[config.mk]
export PLATFORM = sky130hd
export DESIGN_NAME = uart_mmio
export DESIGN_NICKNAME = d
export VERILOG_FILES = /design/src/rtl/uart_mmio.sv
export SDC_FILE = /design/constraint.sdc
export NUM_CORES = 1
export LEC_CHECK = 0
export CAP_MARGIN = 30
export CORE_ASPECT_RATIO = 1.4
export CORE_MARGIN = 4
export CORE_UTILIZATION = 43
export CTS_CLUSTER_DIAMETER = 150
export DETAILED_ROUTE_END_ITERATION = 6
export GPL_TIMING_DRIVEN = 0
export PLACE_DENSITY = 0.83
export SETUP_SLACK_MARGIN = 0.5
export SYNTH_ARGS = -nofsm -noshare
export SYNTH_HDL_FRONTEND = slang
export SYNTH_SLANG_ARGS = --single-unit
[constraint.sdc]
create_clock -name clk -period 4.6 [get_ports clk]
set_input_delay 0.69 -clock clk [delete_from_list [all_inputs] [get_ports clk]]
set_output_delay 0.69 -clock clk [all_outputs]
set_load 0.02 [all_outputs]
[src/rtl/uart_mmio.sv]
// ---------------------------------------------------------------------------
// uart_mmio
// Memory-mapped console device. It answers the core's RAM-style request port
// inside a 32-byte window. Outgoing characters are buffered in a TX FIFO and
// drained to the UART pins with a fixed gap between them. Incoming characters
// are fetched by periodic polls of the simulator and buffered in an RX FIFO.
//
// Register map (addr[4:3], addr[2:0] ignored):
//   0 TXDATA : write pushes wdata[7:0] when wmask[7:0] is all ones; reads 0
//   1 RXDATA : read pops and returns the RX head; returns 0 when empty
//   2 STATUS : {rx_ovf, tx_ovf, rx_full, rx_nonempty, tx_empty, tx_full}
//              bits 4/5 are write-one-to-clear (wmask[7:0] all ones)
//   3 reserved
//
// Ports:
//   clk, rst_n          clock, asynchronous active-low reset
//   i_ren/i_raddr       read request and byte address
//   o_rdata/o_rvalid    registered read data, valid one cycle after request
//   i_wen/i_waddr       write request and byte address
//   i_wdata/i_wmask     write data and per-bit write mask
//   o_uart_out_valid    one-cycle pulse, character on o_uart_out_ch
//   o_uart_out_ch       outgoing character
//   o_uart_in_valid     one-cycle poll request to the simulator
//   i_uart_in_ch        character answered during the poll, 8'hFF means none
//   o_irq               rx not empty or any sticky overflow flag set
// ---------------------------------------------------------------------------
module uart_mmio #(
    parameter logic [63:0] BASE_ADDR  = 64'h0000_0000_1000_0000,
    parameter int          FIFO_DEPTH = 8,
    parameter int          TX_GAP     = 4,
    parameter int          RX_POLL    = 16
) (
    input  logic        clk,
    input  logic        rst_n,
    input  logic        i_ren,
    input  logic [63:0] i_raddr,
    output logic [63:0] o_rdata,
    output logic        o_rvalid,
    input  logic        i_wen,
    input  logic [63:0] i_waddr,
    input  logic [63:0] i_wdata,
    input  logic [63:0] i_wmask,
    output logic        o_uart_out_valid,
    output logic [7:0]  o_uart_out_ch,
    output logic        o_uart_in_valid,
    input  logic [7:0]  i_uart_in_ch,
    output logic        o_irq
);

    localparam int AW = $clog2(FIFO_DEPTH);
    localparam int CW = AW + 1;
    localparam int GW = (TX_GAP > 0) ? $clog2(TX_GAP + 1) : 1;
    localparam int PW = (RX_POLL > 1) ? $clog2(RX_POLL) : 1;

    localparam logic [GW-1:0] GAP_LOAD  = GW'(TX_GAP);
    localparam logic [PW-1:0] POLL_LOAD = PW'(RX_POLL - 1);
    localparam logic [CW-1:0] DEPTH_CNT = CW'(FIFO_DEPTH);

    localparam logic [1:0] REG_TXDATA = 2'd0;
    localparam logic [1:0] REG_RXDATA = 2'd1;
    localparam logic [1:0] REG_STATUS = 2'd2;

    typedef enum logic [1:0] {
        S_IDLE,
        S_SEND,
        S_GAP
    } txState_t;

    // FIFO storage and pointers (extra top bit is the wrap bit)
    logic [7:0]    r_txMem [FIFO_DEPTH];
    logic [7:0]    r_rxMem [FIFO_DEPTH];
    logic [CW-1:0] r_txWr;
    logic [CW-1:0] r_txRd;
    logic [CW-1:0] r_rxWr;
    logic [CW-1:0] r_rxRd;

    logic          r_txOvf;
    logic          r_rxOvf;
    logic [63:0]   r_rdata;
    logic          r_rvalid;

    txState_t      r_txState;
    logic [GW-1:0] r_gap;
    logic          r_outValid;
    logic [7:0]    r_outCh;

    logic [PW-1:0] r_poll;
    logic          r_inValid;

    logic          w_rHit;
    logic          w_wHit;
    logic [1:0]    w_rSel;
    logic [1:0]    w_wSel;
    logic          w_wByteMask;
    logic          w_txEmpty;
    logic          w_txFull;
    logic          w_rxEmpty;
    logic          w_rxFull;
    logic          w_txPushReq;
    logic          w_txPush;
    logic          w_txPop;
    logic          w_txOvfSet;
    logic          w_rxPushReq;
    logic          w_rxPush;
    logic          w_rxPop;
    logic          w_rxOvfSet;
    logic          w_stsWrite;
    logic [CW-1:0] w_rxCount;
    logic [CW-1:0] w_rxCountNext;
    logic [63:0]   w_status;
    logic          w_unused;

    // Address decode: window match on addr[63:5], register on addr[4:3]
    assign w_rHit      = i_ren && (i_raddr[63:5] == BASE_ADDR[63:5]);
    assign w_wHit      = i_wen && (i_waddr[63:5] == BASE_ADDR[63:5]);
    assign w_rSel      = i_raddr[4:3];
    assign w_wSel      = i_waddr[4:3];
    assign w_wByteMask = (i_wmask[7:0] == 8'hFF);

    assign w_txEmpty = (r_txWr == r_txRd);
    assign w_txFull  = (r_txWr[AW-1:0] == r_txRd[AW-1:0]) && (r_txWr[AW] != r_txRd[AW]);
    assign w_rxEmpty = (r_rxWr == r_rxRd);
    assign w_rxFull  = (r_rxWr[AW-1:0] == r_rxRd[AW-1:0]) && (r_rxWr[AW] != r_rxRd[AW]);

    // A push that coincides with a pop always succeeds, even when full
    assign w_txPop     = (r_txState == S_SEND);
    assign w_txPushReq = w_wHit && (w_wSel == REG_TXDATA) && w_wByteMask;
    assign w_txPush    = w_txPushReq && (!w_txFull || w_txPop);
    assign w_txOvfSet  = w_txPushReq && w_txFull && !w_txPop;

    assign w_rxPop     = w_rHit && (w_rSel == REG_RXDATA) && !w_rxEmpty;
    assign w_rxPushReq = r_inValid && (i_uart_in_ch != 8'hFF);
    assign w_rxPush    = w_rxPushReq && (!w_rxFull || w_rxPop);
    assign w_rxOvfSet  = w_rxPushReq && w_rxFull && !w_rxPop;

    assign w_stsWrite = w_wHit && (w_wSel == REG_STATUS) && w_wByteMask;

    // Occupancy after this cycle, so a poll is never issued into a full FIFO
    assign w_rxCount     = r_rxWr - r_rxRd;
    assign w_rxCountNext = w_rxCount + CW'(w_rxPush) - CW'(w_rxPop);

    assign w_status = {58'b0, r_rxOvf, r_txOvf, w_rxFull, !w_rxEmpty, w_txEmpty, w_txFull};

    assign w_unused = ^{i_raddr[2:0], i_waddr[2:0], i_wdata[63:8], i_wmask[63:8]};

    // FIFO storage needs no reset; emptiness comes from the pointers
    always_ff @(posedge clk) begin
        if (w_txPush) begin
            r_txMem[r_txWr[AW-1:0]] <= i_wdata[7:0];
        end
        if (w_rxPush) begin
            r_rxMem[r_rxWr[AW-1:0]] <= i_uart_in_ch;
        end
    end

    // FIFO pointers
    always_ff @(posedge clk or negedge rst_n) begin
        if (!rst_n) begin
            r_txWr <= '0;
            r_txRd <= '0;
            r_rxWr <= '0;
            r_rxRd <= '0;
        end else begin
            if (w_txPush) r_txWr <= r_txWr + CW'(1);
            if (w_txPop)  r_txRd <= r_txRd + CW'(1);
            if (w_rxPush) r_rxWr <= r_rxWr + CW'(1);
            if (w_rxPop)  r_rxRd <= r_rxRd + CW'(1);
        end
    end

    // Sticky overflow flags; a new overflow wins over a same-cycle clear
    always_ff @(posedge clk or negedge rst_n) begin
        if (!rst_n) begin
            r_txOvf <= 1'b0;
            r_rxOvf <= 1'b0;
        end else begin
            if (w_txOvfSet)                    r_txOvf <= 1'b1;
            else if (w_stsWrite && i_wdata[4]) r_txOvf <= 1'b0;
            if (w_rxOvfSet)                    r_rxOvf <= 1'b1;
            else if (w_stsWrite && i_wdata[5]) r_rxOvf <= 1'b0;
        end
    end

    // Read port: data reflects state before this cycle's updates
    always_ff @(posedge clk or negedge rst_n) begin
        if (!rst_n) begin
            r_rdata  <= '0;
            r_rvalid <= 1'b0;
        end else begin
            r_rvalid <= w_rHit;
            if (w_rHit) begin
                case (w_rSel)
                    REG_RXDATA: r_rdata <= w_rxEmpty ? 64'd0 : {56'b0, r_rxMem[r_rxRd[AW-1:0]]};
                    REG_STATUS: r_rdata <= w_status;
                    default:    r_rdata <= '0;
                endcase
            end
        end
    end

    // TX drain: present head for one cycle, pop it, then wait out the gap
    always_ff @(posedge clk or negedge rst_n) begin
        if (!rst_n) begin
            r_txState  <= S_IDLE;
            r_gap      <= '0;
            r_outValid <= 1'b0;
            r_outCh    <= '0;
        end else begin
            r_outValid <= 1'b0;
            case (r_txState)
                S_IDLE: begin
                    if (!w_txEmpty) begin
                        r_txState  <= S_SEND;
                        r_outValid <= 1'b1;
                        r_outCh    <= r_txMem[r_txRd[AW-1:0]];
                    end
                end
                S_SEND: begin
                    if (TX_GAP == 0) begin
                        r_txState <= S_IDLE;
                    end else begin
                        r_txState <= S_GAP;
                        r_gap     <= GAP_LOAD;
                    end
                end
                S_GAP: begin
                    if (r_gap <= GW'(1)) begin
                        r_txState <= S_IDLE;
                        r_gap     <= '0;
                    end else begin
                        r_gap <= r_gap - GW'(1);
                    end
                end
                default: begin
                    r_txState <= S_IDLE;
                end
            endcase
        end
    end

    // RX poll timer: one poll pulse per period unless the FIFO would be full
    always_ff @(posedge clk or negedge rst_n) begin
        if (!rst_n) begin
            r_poll    <= '0;
            r_inValid <= 1'b0;
        end else begin
            r_inValid <= 1'b0;
            if (r_poll == '0) begin
                r_poll <= POLL_LOAD;
                if (w_rxCountNext != DEPTH_CNT) begin
                    r_inValid <= 1'b1;
                end
            end else begin
                r_poll <= r_poll - PW'(1);
            end
        end
    end

    assign o_rdata          = r_rdata;
    assign o_rvalid         = r_rvalid;
    assign o_uart_out_valid = r_outValid;
    assign o_uart_out_ch    = r_outCh;
    assign o_uart_in_valid  = r_inValid;
    assign o_irq            = !w_rxEmpty || r_txOvf || r_rxOvf;

endmodule

==> results of run 1 <==
==> state kept, by name (all words and copies together), names as in the netlist, 2 cells and up <==
name           cells
r_txWr             4
o_rdata            8
r_txRd             4
r_rxMem           64
o_uart_out_ch      8
r_rxWr             4
r_txMem           64
r_poll             4
r_gap              3
r_txState          2
r_rxRd             4
==> metrics by stage <==
| step | hold WS (ps) | total power [mW] | setup TNS, ps |
|---|---|---|---|
| floorplan | 394 | 1.83 | 0 |
| global placement | 453 | 1.98 | -1400 |
| detailed placement | 468 | 1.99 | -232 |
| CTS | 92.1 | 3.34 | 0 |
| global route | 95.0 | 3.44 | 0 |
| finish | 110 | 3.32 | 0 |
==> cell type report <==
type	instances	area, um^2
plain buffers	75	515
clock buffers	18	429
clock inverters	14	131
fillers	1404	7340
inverters	33	124
multi-input cells	304	2830
flip-flops and latches	174	4990
well taps	244	305
repair buffers	191	1860
==> worst paths after layout <==
check	from	endpoint	slack, ps
max	i_raddr[19]	o_uart_in_valid	600
min	rst_n	o_uart_out_ch[7]	110
max reg2reg	r_rxWr[2]	o_uart_in_valid	770
min reg2reg	r_poll[0]	r_poll[0]	470
max in group asynchronous	rst_n	r_poll[2]	4000
min in group clk	r_poll[0]	r_poll[0]	470
==> power groups by stage <==
| stage | logic (mW) | clock network, mW | registers [mW] |
|---|---|---|---|
| after CTS | 0.272 | 1.38 | 1.69 |
| final | 0.281 | 1.35 | 1.69 |
| after floorplan | 0.101 | 0 | 1.72 |
| after detailed placement | 0.268 | 0 | 1.72 |
| after global routing | 0.299 | 1.45 | 1.69 |
| after global placement | 0.259 | 0 | 1.72 |
==> layer usage <==
metal	GRT usage	share of wire
met1	0.221	0.35
met2	0.331	0.55
met3	0.0416	0.078
met4	0.0641	0.020
met5	0	0
==> critical path, delay by kind of cell <==
family | cells | cell delay, ps
adders and majority gates | 4 | 1240
and+or+nand+nor | 4 | 1120
xor gates and xnor gates | 3 | 500
AOI/OAI and AO/OA | 1 | 110
buffers and inverters | 4 | 630
==> layout by cell type (no fill, tap or decap), types with 6 or more instances in the layout <==
cell type          n
xnor2_1           16
buf_2             11
ha_1              16
nor2_1             6
dfrtp_1           46
xor2_1             6
inv_1             33
nand4_1           13
conb_1            56
o21ai_0           12
a21oi_1            6
mux2_2            12
buf_4             77
mux2i_1           10
nand2_1           17
nor4_2            18
mux4_2            32
nor4_1            15
clkdlybuf4s50_1  168
clkbuf_16         17
edfxtp_1         128
==> what timing repair did <==
action / CTS / global route
gates resized for setup: 6 / 13
buffers inserted: 4 / 3
hold buffers: 0 / 0
pin swaps: 4 / 10
endpoints found under the setup margin: 1 / 1
==> cells by family after synthesis <==
group           share of synthesized area
mux                                 0.120
compound gates                     0.0333
flops                               0.618
buf+inv                            0.0790
xor+xnor                           0.0249
other cells                      0.000464
simple gates                       0.0914
fa+ha+maj                          0.0322
==> summary.txt, run 1 <==
Drt
  – First DRT Iteration DRCs: 374
  – ANT nets after route: 0
  – Avg WL per Cell: 19.0 um
  – Drt drc: 0
  – Drt via density: 5.06
  – Vias: 5327
  – TritonRoute pass-1 iters: 6
  – Total Wirelength: 20.0 mm

Global routing
  – Vias in the first global route: 5396
  – Remaining global-route overflow: 0
  – Total track usage: 0.186
  – Initial antenna violation count: 0
  – Global-route wire length before repair: 28.9 mm
  – Largest net degree at the start of global routing: 40

Yosys
  – Synthesis warning total: 0
  – Seq cells post-synth: 174
  – Cells after Synth: 531
  – Post-synth top area share: 0.476
  – Post-synth EDFFs: 128
  – Sequential share of the synthesized area: 0.618
  – Fraction of registers with async set/reset: 0.264
  – Yosys top cell by area: edfxtp_1
  – Distinct cells, synth: 55
  – Synth top cells by count: edfxtp_1 (128), buf_4 (57), dfrtp_1 (46)
  – Post-synth top flop: edfxtp_1
  – Count leader, synth: edfxtp_1
  – Syn Area/Cell: 15.2 um^2
  – Largest cells by area after synthesis: edfxtp_1 (48%), dfrtp_1 (14%), mux4_2 (8.9%), buf_4 (5.3%), nor4_1 (2.7%)
  – Netlist Area Pre-Place: 8080 um^2

Final layout
  – Share of cells above drive strength 1: 0.252
  – Fin nets: 1083
  – Diode count: 0
  – Area grow syn2layout: 38.5%
  – Util after Layout: 0.604
  – Post-route cell area: 11200 um^2
  – Non-filler cells, final: 1053

Place
  – Dpl cell area: 10500 um^2
  – Placed cells: 1014
  – Post-DP HPWL: 15.0 mm
  – Final Wtd Congestion: 0.811
  – PortBufs: 169
  – Post-Place Setup Slack: -232 ps

Pwr
  – Internal power: 2.60 mW
  – P_sw: 0.717 mW
  – Sequential Power Share: 0.509
  – Peak supply drop: 0.300 mV
  – Power per cell area: 297 nW/um^2
  – Sw Ratio: 0.216
  – P_leak: 4.27 nW
  – Clock share of power: 0.406
  – Logic gate share of total power: 0.085

Worst setup path
  – Critical Path Source Type: input pin
  – Setup crit end kind: flip-flop
  – Critical path, cell by cell: clkdlybuf4s50_1, nor4_1, nand4_1, nor4_4, nand2_2, fa_2, inv_1, fa_1, inv_1, ha_1, inv_1, fa_2, xnor2_2, xnor2_1, xnor2_1, a31oi_1
  – Critical Path Fanout Max: 3
  – R2R cell count: 17
  – Crit-path max cell delay: 440 ps
  – Worst path most repeated cell: inv_1
  – Slowest CP cell: nor4_4
  – Worst Path Class, Setup: in2reg
  – Worst Path Required: 4890 ps
  – WP data arrival: 4300 ps

Die
  – Die H: 170 um
  – Die area: 21100 um^2
  – Die Width: 124 um
  – Rows: 59
  – Initial Utilization: 0.436
  – I/O pin cnt: 344
  – Core area: 18500 um^2

Clocking
  – CTS Buffer Depth: 2
  – Clk slew on worst S/H paths: 70 ps
  – Root buffer cell: clkbuf_16
  – Cts bufs inserted: 17
  – CTS HTree Levels: 4
  – Clock sinks: 174
  – CTS tree: done
  – Worst-skew pair later-pin latency: 420 ps

Outcome
  – Status: completed

Timing
  – Max Fclk: 250 MHz
  – Setup ws final: 600 ps
  – RSZ-0062 raised after global routing: no
  – Worst slew pin tran: 1020 ps
  – Post-route minimum period: 4000 ps
  – Final count of pins violating max slew: 0
  – Final setup vio count: 0
  – Hold Fails Final Rpt: 0
  – Worst slew margin: 0.315
  – Clk_skew: 8.43 ps
  – Crit share post-route: 0.870

Flow run
  – Max_cap viols: 0

Worst hold path
  – Hold crit path type: in2async
No activity file was read; power rests on OpenSTA's default activity.
==> run 2, diff against run 1 <==
--- a/config.mk
+++ b/config.mk
@@ -7,7 +7,7 @@
 export LEC_CHECK = 0
 export CAP_MARGIN = 30
 export CORE_ASPECT_RATIO = 1.4
-export CORE_MARGIN = 4
+export CORE_MARGIN = 2
 export CORE_UTILIZATION = 43
 export CTS_CLUSTER_DIAMETER = 150
 export DETAILED_ROUTE_END_ITERATION = 6
@@ -17,3 +17,4 @@
 export SYNTH_ARGS = -nofsm -noshare
 export SYNTH_HDL_FRONTEND = slang
 export SYNTH_SLANG_ARGS = --single-unit
+export TNS_END_PERCENT = 100
==> run 2 against run 1 <==
  * Critical path depth did not move
  * Core utilization down 0.39 points
  * Non-clock buffer count down 2
  * Critical endpoint unchanged
  * Global-route usage increased by 1.0 points
  * Cell area down 0.65%
  * First-iteration DRC count down 5.1%
  * Fmax increased by 1.2%
  * Largest power group unchanged
  * Clock skew decreased by 0.92 ps
  * Die area fell by 5.5%
==> summary.txt, run 2 (same netlist as run 1, synthesis figures left out) <==
Outcome
  – Status: completed (unchanged)

Clocking
  – Root buffer cell: clkbuf_16 (unchanged)
  – CTS HTree Levels: 4 (unchanged)
  – Worst-skew pair later-pin latency: 430 ps (was 420 ps)
  – Cts bufs inserted: 17 (unchanged)
  – CTS tree: done (unchanged)
  – Hold_buf cts: 0 (unchanged)
  – Clock sinks: 174 (unchanged)
  – Clk slew on worst S/H paths: 70 ps (about the same)
  – CTS Buffer Depth: 2 (unchanged)

Die
  – Rows: 59 (unchanged)
  – I/O pin cnt: 344 (unchanged)
  – Die H: 166 um (was 170 um)
  – Die area: 19900 um^2 (was 21100 um^2)
  – Die Width: 120 um (was 124 um)
  – Initial Utilization: 0.436 (unchanged)
  – Core area: 18500 um^2 (unchanged)

Drt
  – TritonRoute pass-1 iters: 5 (was 6)
  – Total Wirelength: 19.5 mm (was 20.0 mm)
  – First DRT Iteration DRCs: 355 (was 374)
  – Vias: 5382 (was 5327)
  – Drt drc: 0 (unchanged)
  – Avg WL per Cell: 18.6 um (was 19.0 um)
  – ANT nets after route: 0 (unchanged)
  – Drt via density: 5.12 (was 5.06)

Timing
  – Hold Fails Final Rpt: 0 (unchanged)
  – Sum of negative setup slack: 0 ps (unchanged)
  – Clk_skew: 7.51 ps (was 8.43 ps)
  – Post-route minimum period: 3950 ps (was 4000 ps)
  – RSZ-0062 raised after global routing: no (unchanged)
  – Crit share post-route: 0.859 (was 0.870)
  – Final setup vio count: 0 (unchanged)
  – Worst slew margin: 0.406 (was 0.315)
  – Max Fclk: 253 MHz (was 250 MHz)
  – Worst Hold Slack: 126 ps (was 110 ps)
  – Worst slew pin tran: 883 ps (was 1020 ps)
  – Final count of pins violating max slew: 0 (unchanged)

Worst setup path
  – Critical Path Source Type: input pin (unchanged)
  – Worst path most repeated cell: inv_1 (unchanged)
  – Worst Path Required: 4910 ps (was 4890 ps)
  – Worst Path Class, Setup: in2reg (unchanged)
  – Critical path, cell by cell: clkdlybuf4s50_1, nor4_2, nand4_1, nor4_4, nand2_2, fa_1, inv_1, fa_1, inv_1, ha_1, inv_1, fa_2, xnor2_2, xnor2_1, xnor2_1, a31oi_1 (was clkdlybuf4s50_1, nor4_1, nand4_1, nor4_4, nand2_2, fa_2, inv_1, fa_1, inv_1, ha_1, inv_1, fa_2, xnor2_2, xnor2_1, xnor2_1, a31oi_1)
  – WP data arrival: 4260 ps (was 4300 ps)
  – RR Startpoint: r_rxWr[2] (unchanged)
  – Crit-path max cell delay: 430 ps (was 440 ps)
  – Setup crit end kind: flip-flop (unchanged)
  – Critical Path Fanout Max: 2 (was 3)
  – R2R cell count: 17 (unchanged)
  – Slowest CP cell: clkdlybuf4s50_1 (was nor4_4)
  – Register-to-register setup slack: 780 ps (was 770 ps)
  – R2R Path End: o_uart_in_valid (unchanged)

Flow run
  – Max_cap viols: 0 (unchanged)

Pwr
  – Peak supply drop: 0.301 mV (was 0.300 mV)
  – Total power: 3.35 mW (was 3.32 mW)
  – Power per cell area: 302 nW/um^2 (was 297 nW/um^2)
  – P_leak: 4.25 nW (was 4.27 nW)

Place
  – PortBufs: 169 (unchanged)
  – Placed cells: 1014 (unchanged)
  – Post-DP HPWL: 14.7 mm (was 15.0 mm)
  – Final Wtd Congestion: 0.822 (was 0.811)

Final layout
  – Area grow syn2layout: 37.6% (was 38.5%)
  – Fin nets: 1081 (was 1083)
  – Util after Layout: 0.600 (was 0.604)
  – Non-filler cells, final: 1051 (was 1053)
  – Share of cells above drive strength 1: 0.240 (was 0.252)
  – Diode count: 0 (unchanged)
  – Most common cell after layout, fill and taps aside: clkdlybuf4s50_1 (unchanged)
  – # fillers: 1384 (was 1404)
  – Commonest cells after routing, fill and taps aside: clkdlybuf4s50_1 (168), edfxtp_1 (128), buf_4 (75), conb_1 (56), dfrtp_1 (46) (was clkdlybuf4s50_1 (168), edfxtp_1 (128), buf_4 (77), conb_1 (56), dfrtp_1 (46))

Global routing
  – Vias in the first global route: 5482 (was 5396)
  – Global-route wire length before repair: 29.4 mm (was 28.9 mm)
  – Largest net degree at the start of global routing: 38 (was 40)
  – Remaining global-route overflow: 0 (unchanged)
  – Total track usage: 0.197 (was 0.186)
  – Initial antenna violation count: 0 (unchanged)

Worst hold path
  – Hold crit path type: in2async (unchanged)
run 2: changes by cell type in the layout (fill, tap and decap cells not counted), sizes merged:
cell | before | now
clkinv | 6 | 3
clkinvlp | 2 | 6
inv | 38 | 34
buf | 93 | 91
clkbuf | 23 | 26
run 2: repair_timing:
action	CTS	global route
pin swaps	2	6
setup buffers	1	4
endpoints found under the setup margin	1	1
gates resized for setup	0	8
run 2: final cells by class:
type                       instances  area [um^2]  share of cell area
clock inverter                    11          110             0.00990
tap                              244          305              0.0275
inverter                          33          124              0.0111
sequential                       174         4990               0.449
buffer                            75          515              0.0464
clock buffer                      21          470              0.0423
timing repair buffer             189         1850               0.166
multi-input combinational        304         2750               0.247
run 2: through the flow:
step	cell area, um^2	setup slack (ps)
global route	11100	464
detailed placement	10500	-113
CTS	11100	503
global placement	10300	6.21
floorplan	8280	765
finish	11100	649
run 2: power breakdown:
part           switching (mW)  leakage, nW  internal (mW)
combinational           0.115         2.24          0.159
sequential            0.00112         1.74           1.69
clock                   0.595        0.264          0.791
run 2: worst max path at each step:
stage,to,start,slack [ps],cells past startpoint
4_1_cts,o_uart_in_valid,i_raddr[14],500,16
6_report,o_uart_in_valid,i_raddr[23],650,16
3_5_place_dp,o_uart_in_valid,i_raddr[22],-110,16
2_1_floorplan,o_uart_in_valid,i_raddr[11],760,15
3_3_place_gp,o_uart_in_valid,i_raddr[22],6,16
5_1_grt,o_uart_in_valid,i_raddr[23],460,16
run 2: metal layers:
| metal | vias up | global-route usage | wire, um |
|---|---|---|---|
| met5 | - | 0 | 0 |
| met4 | 0 | 0.0788 | 464 |
| met3 | 36 | 0.0364 | 1250 |
| met2 | 251 | 0.352 | 10700 |
| met1 | 2644 | 0.232 | 7130 |
| li1 | 2451 | - | - |
run 2: critical path: cells and delay by family:
| kind | cells | cell delay [ps] |
|---|---|---|
| xor gates and xnor gates | 3 | 470 |
| AOI/OAI and AO/OA | 1 | 100 |
| buffers and inverters | 4 | 630 |
| adders and majority gates | 4 | 1260 |
| and+or+nand+nor | 4 | 1100 |
==> run 3, diff against run 2 <==
--- a/config.mk
+++ b/config.mk
@@ -13,6 +13,7 @@
 export DETAILED_ROUTE_END_ITERATION = 6
 export GPL_TIMING_DRIVEN = 0
 export PLACE_DENSITY = 0.83
+export RECOVER_POWER = 100
 export SETUP_SLACK_MARGIN = 0.5
 export SYNTH_ARGS = -nofsm -noshare
 export SYNTH_HDL_FRONTEND = slang
==> run 3 against run 2 <==
  * The flow now finishes with violations (capacitance limit, slew limit)
  * Total power is 0.19% lower
  * Combinational power shrank 3%
  * Clock skew is essentially flat
  * Cell area shrank 1.8%
  * Clock power about the same
  * Fmax down 1.4%
  * Critical path type unchanged
  * Largest power group unchanged
==> summary.txt, run 3 (same netlist as run 1, synthesis figures left out) <==
Outcome
  – Status: complete, but fails checks (was completed)
  – Violated checks: capacitance limit, slew limit

Final layout
  – Area grow syn2layout: 35.2% (was 37.6%)
  – Fin nets: 1081 (unchanged)
  – Diode count: 0 (unchanged)
  – # fillers: 1442 (was 1384)
  – Post-route cell area: 10900 um^2 (was 11100 um^2)
  – Non-filler cells, final: 1051 (unchanged)
  – Most common cell after layout, fill and taps aside: clkdlybuf4s50_1 (unchanged)
  – Commonest cells after routing, fill and taps aside: clkdlybuf4s50_1 (131), edfxtp_1 (128), buf_4 (59), conb_1 (56), dfrtp_1 (46) (was clkdlybuf4s50_1 (168), edfxtp_1 (128), buf_4 (75), conb_1 (56), dfrtp_1 (46))
  – Share of cells above drive strength 1: 0.191 (was 0.240)

Flow run
  – Max_cap viols: 1 (was 0)

Worst setup path
  – Crit-path max cell delay: 430 ps (about the same)
  – Critical Path Source Type: input pin (unchanged)
  – Critical Path Fanout Max: 2 (unchanged)
  – Slowest CP cell: clkdlybuf4s50_1 (unchanged)
  – WP data arrival: 4310 ps (was 4260 ps)
  – Buf+Inv Stages, Crit Path: 4 (unchanged)
  – Worst Path Class, Setup: in2reg (unchanged)
  – Setup crit end kind: flip-flop (unchanged)
  – CP delay by family, top: adder cells (unchanged)
  – Worst path most repeated cell: inv_1 (unchanged)
  – Worst Path Required: 4910 ps (about the same)
  – Critical path, cell by cell: clkdlybuf4s50_1, nor4_1, nand4_1, nor4_4, nand2_1, fa_1, inv_1, fa_1, inv_1, ha_1, inv_1, fa_2, xnor2_2, xnor2_1, xnor2_1, a31oi_1 (was clkdlybuf4s50_1, nor4_2, nand4_1, nor4_4, nand2_2, fa_1, inv_1, fa_1, inv_1, ha_1, inv_1, fa_2, xnor2_2, xnor2_1, xnor2_1, a31oi_1)

Drt
  – Vias: 5339 (was 5382)
  – ANT nets after route: 0 (unchanged)
  – Drt drc: 0 (unchanged)
  – TritonRoute pass-1 iters: 5 (unchanged)
  – Total Wirelength: 19.5 mm (about the same)
  – Drt via density: 5.08 (was 5.12)
  – First DRT Iteration DRCs: 375 (was 355)
  – Avg WL per Cell: 18.5 um (was 18.6 um)

Global routing
  – Remaining global-route overflow: 0 (unchanged)
  – Largest net degree at the start of global routing: 38 (unchanged)
  – Total track usage: 0.197 (unchanged)
  – Vias in the first global route: 5482 (unchanged)
  – Initial antenna violation count: 0 (unchanged)
  – Global-route wire length before repair: 29.4 mm (unchanged)

Die
  – Initial Utilization: 0.436 (unchanged)
  – Die area: 19900 um^2 (unchanged)
  – Die H: 166 um (unchanged)
  – Rows: 59 (unchanged)
  – Die Width: 120 um (unchanged)
  – I/O pin cnt: 344 (unchanged)
  – Core area: 18500 um^2 (unchanged)

Worst hold path
  – Hold crit path type: in2async (unchanged)

Clocking
  – Root buffer cell: clkbuf_16 (unchanged)
  – Clock sinks: 174 (unchanged)
  – Worst-skew pair later-pin latency: 430 ps (about the same)
  – CTS Buffer Depth: 2 (unchanged)
  – CTS tree: done (unchanged)
  – Clk slew on worst S/H paths: 70 ps (about the same)
  – Hold_buf cts: 0 (unchanged)
  – CTS HTree Levels: 4 (unchanged)
  – Cts bufs inserted: 17 (unchanged)

Timing
  – Clk_skew: 7.66 ps (was 7.51 ps)
  – Worst slew margin: -0.376 (was 0.406)
  – RSZ-0062 raised after global routing: no (unchanged)
  – Crit share post-route: 0.871 (was 0.859)
  – Setup ws final: 592 ps (was 649 ps)
  – Worst slew pin tran: 2060 ps (was 883 ps)
  – Final count of pins violating max slew: 38 (was 0)
  – Post-route minimum period: 4010 ps (was 3950 ps)
  – Hold Fails Final Rpt: 0 (unchanged)
  – Final setup vio count: 0 (unchanged)
  – Sum of negative setup slack: 0 ps (unchanged)
  – Worst Hold Slack: 220 ps (was 126 ps)
  – Max Fclk: 250 MHz (was 253 MHz)

Place
  – Post-DP HPWL: 14.7 mm (unchanged)
  – Dpl cell area: 10500 um^2 (unchanged)
  – Post-Place Setup Slack: -113 ps (unchanged)
  – PortBufs: 169 (unchanged)
  – Placed cells: 1014 (unchanged)
  – Final Wtd Congestion: 0.822 (unchanged)

Pwr
  – Power per cell area: 306 nW/um^2 (was 302 nW/um^2)
  – P_leak: 4.16 nW (was 4.25 nW)
  – Peak supply drop: 0.298 mV (was 0.301 mV)
-- run 3: power breakdown --
group | internal [mW] | leakage [nW] | switching [mW]
Clock | 0.792 | 0.264 | 0.597
Combinational | 0.152 | 2.15 | 0.114
Sequential | 1.69 | 1.74 | 0.000947
Total | 2.63 | 4.16 | 0.712
-- run 3: final timing paths --
| path | end | from | slack, ps | cells after the start |
|---|---|---|---|---|
| max | o_uart_in_valid | i_raddr[23] | 590 | 16 |
| min | o_uart_out_ch[6] | rst_n | 220 | 1 |
| max reg2reg | o_uart_in_valid | r_rxWr[2] | 660 | 17 |
| min reg2reg | r_poll[0] | r_poll[0] | 470 | 1 |
| max in group asynchronous | r_rxWr[1] | rst_n | 2060 | 2 |
| min in group clk | r_poll[0] | r_poll[0] | 470 | 1 |
-- run 3: per-stage QoR --
| step | power, mW | util |
|---|---|---|
| 2_1_floorplan | 1.83 | - |
| 3_3_place_gp | 1.98 | 0.555 |
| 3_5_place_dp | 1.99 | 0.565 |
| 4_1_cts | 3.37 | 0.597 |
| 5_1_grt | 3.45 | 0.589 |
| 6_report | 3.35 | 0.589 |
-- run 3: per-layer routing --
| metal | share of wire | vias to the layer above | track usage |
|---|---|---|---|
| li1 | - | 2451 | - |
| met1 | 0.37 | 2609 | 0.232 |
| met2 | 0.55 | 246 | 0.352 |
| met3 | 0.061 | 33 | 0.0364 |
| met4 | 0.021 | 0 | 0.0788 |
| met5 | 0 | - | 0 |
-- run 3: final cells by class --
| class | instances | area, um^2 | area share |
|---|---|---|---|
| flip-flops and latches | 174 | 4990 | 0.457 |
| multi-input cells | 304 | 2640 | 0.242 |
| repair buffers | 189 | 1780 | 0.163 |
| plain buffers | 75 | 500 | 0.0458 |
| clock buffers | 21 | 470 | 0.0431 |
| well taps | 244 | 305 | 0.0280 |
| inverters | 33 | 124 | 0.0113 |
| clock inverters | 11 | 110 | 0.0101 |
-- run 3: what timing repair did --
item,in CTS,in global routing
gates resized for setup,0,8
setup buffers,1,4
pin swaps,2,6
setup endpoints to repair,1,1
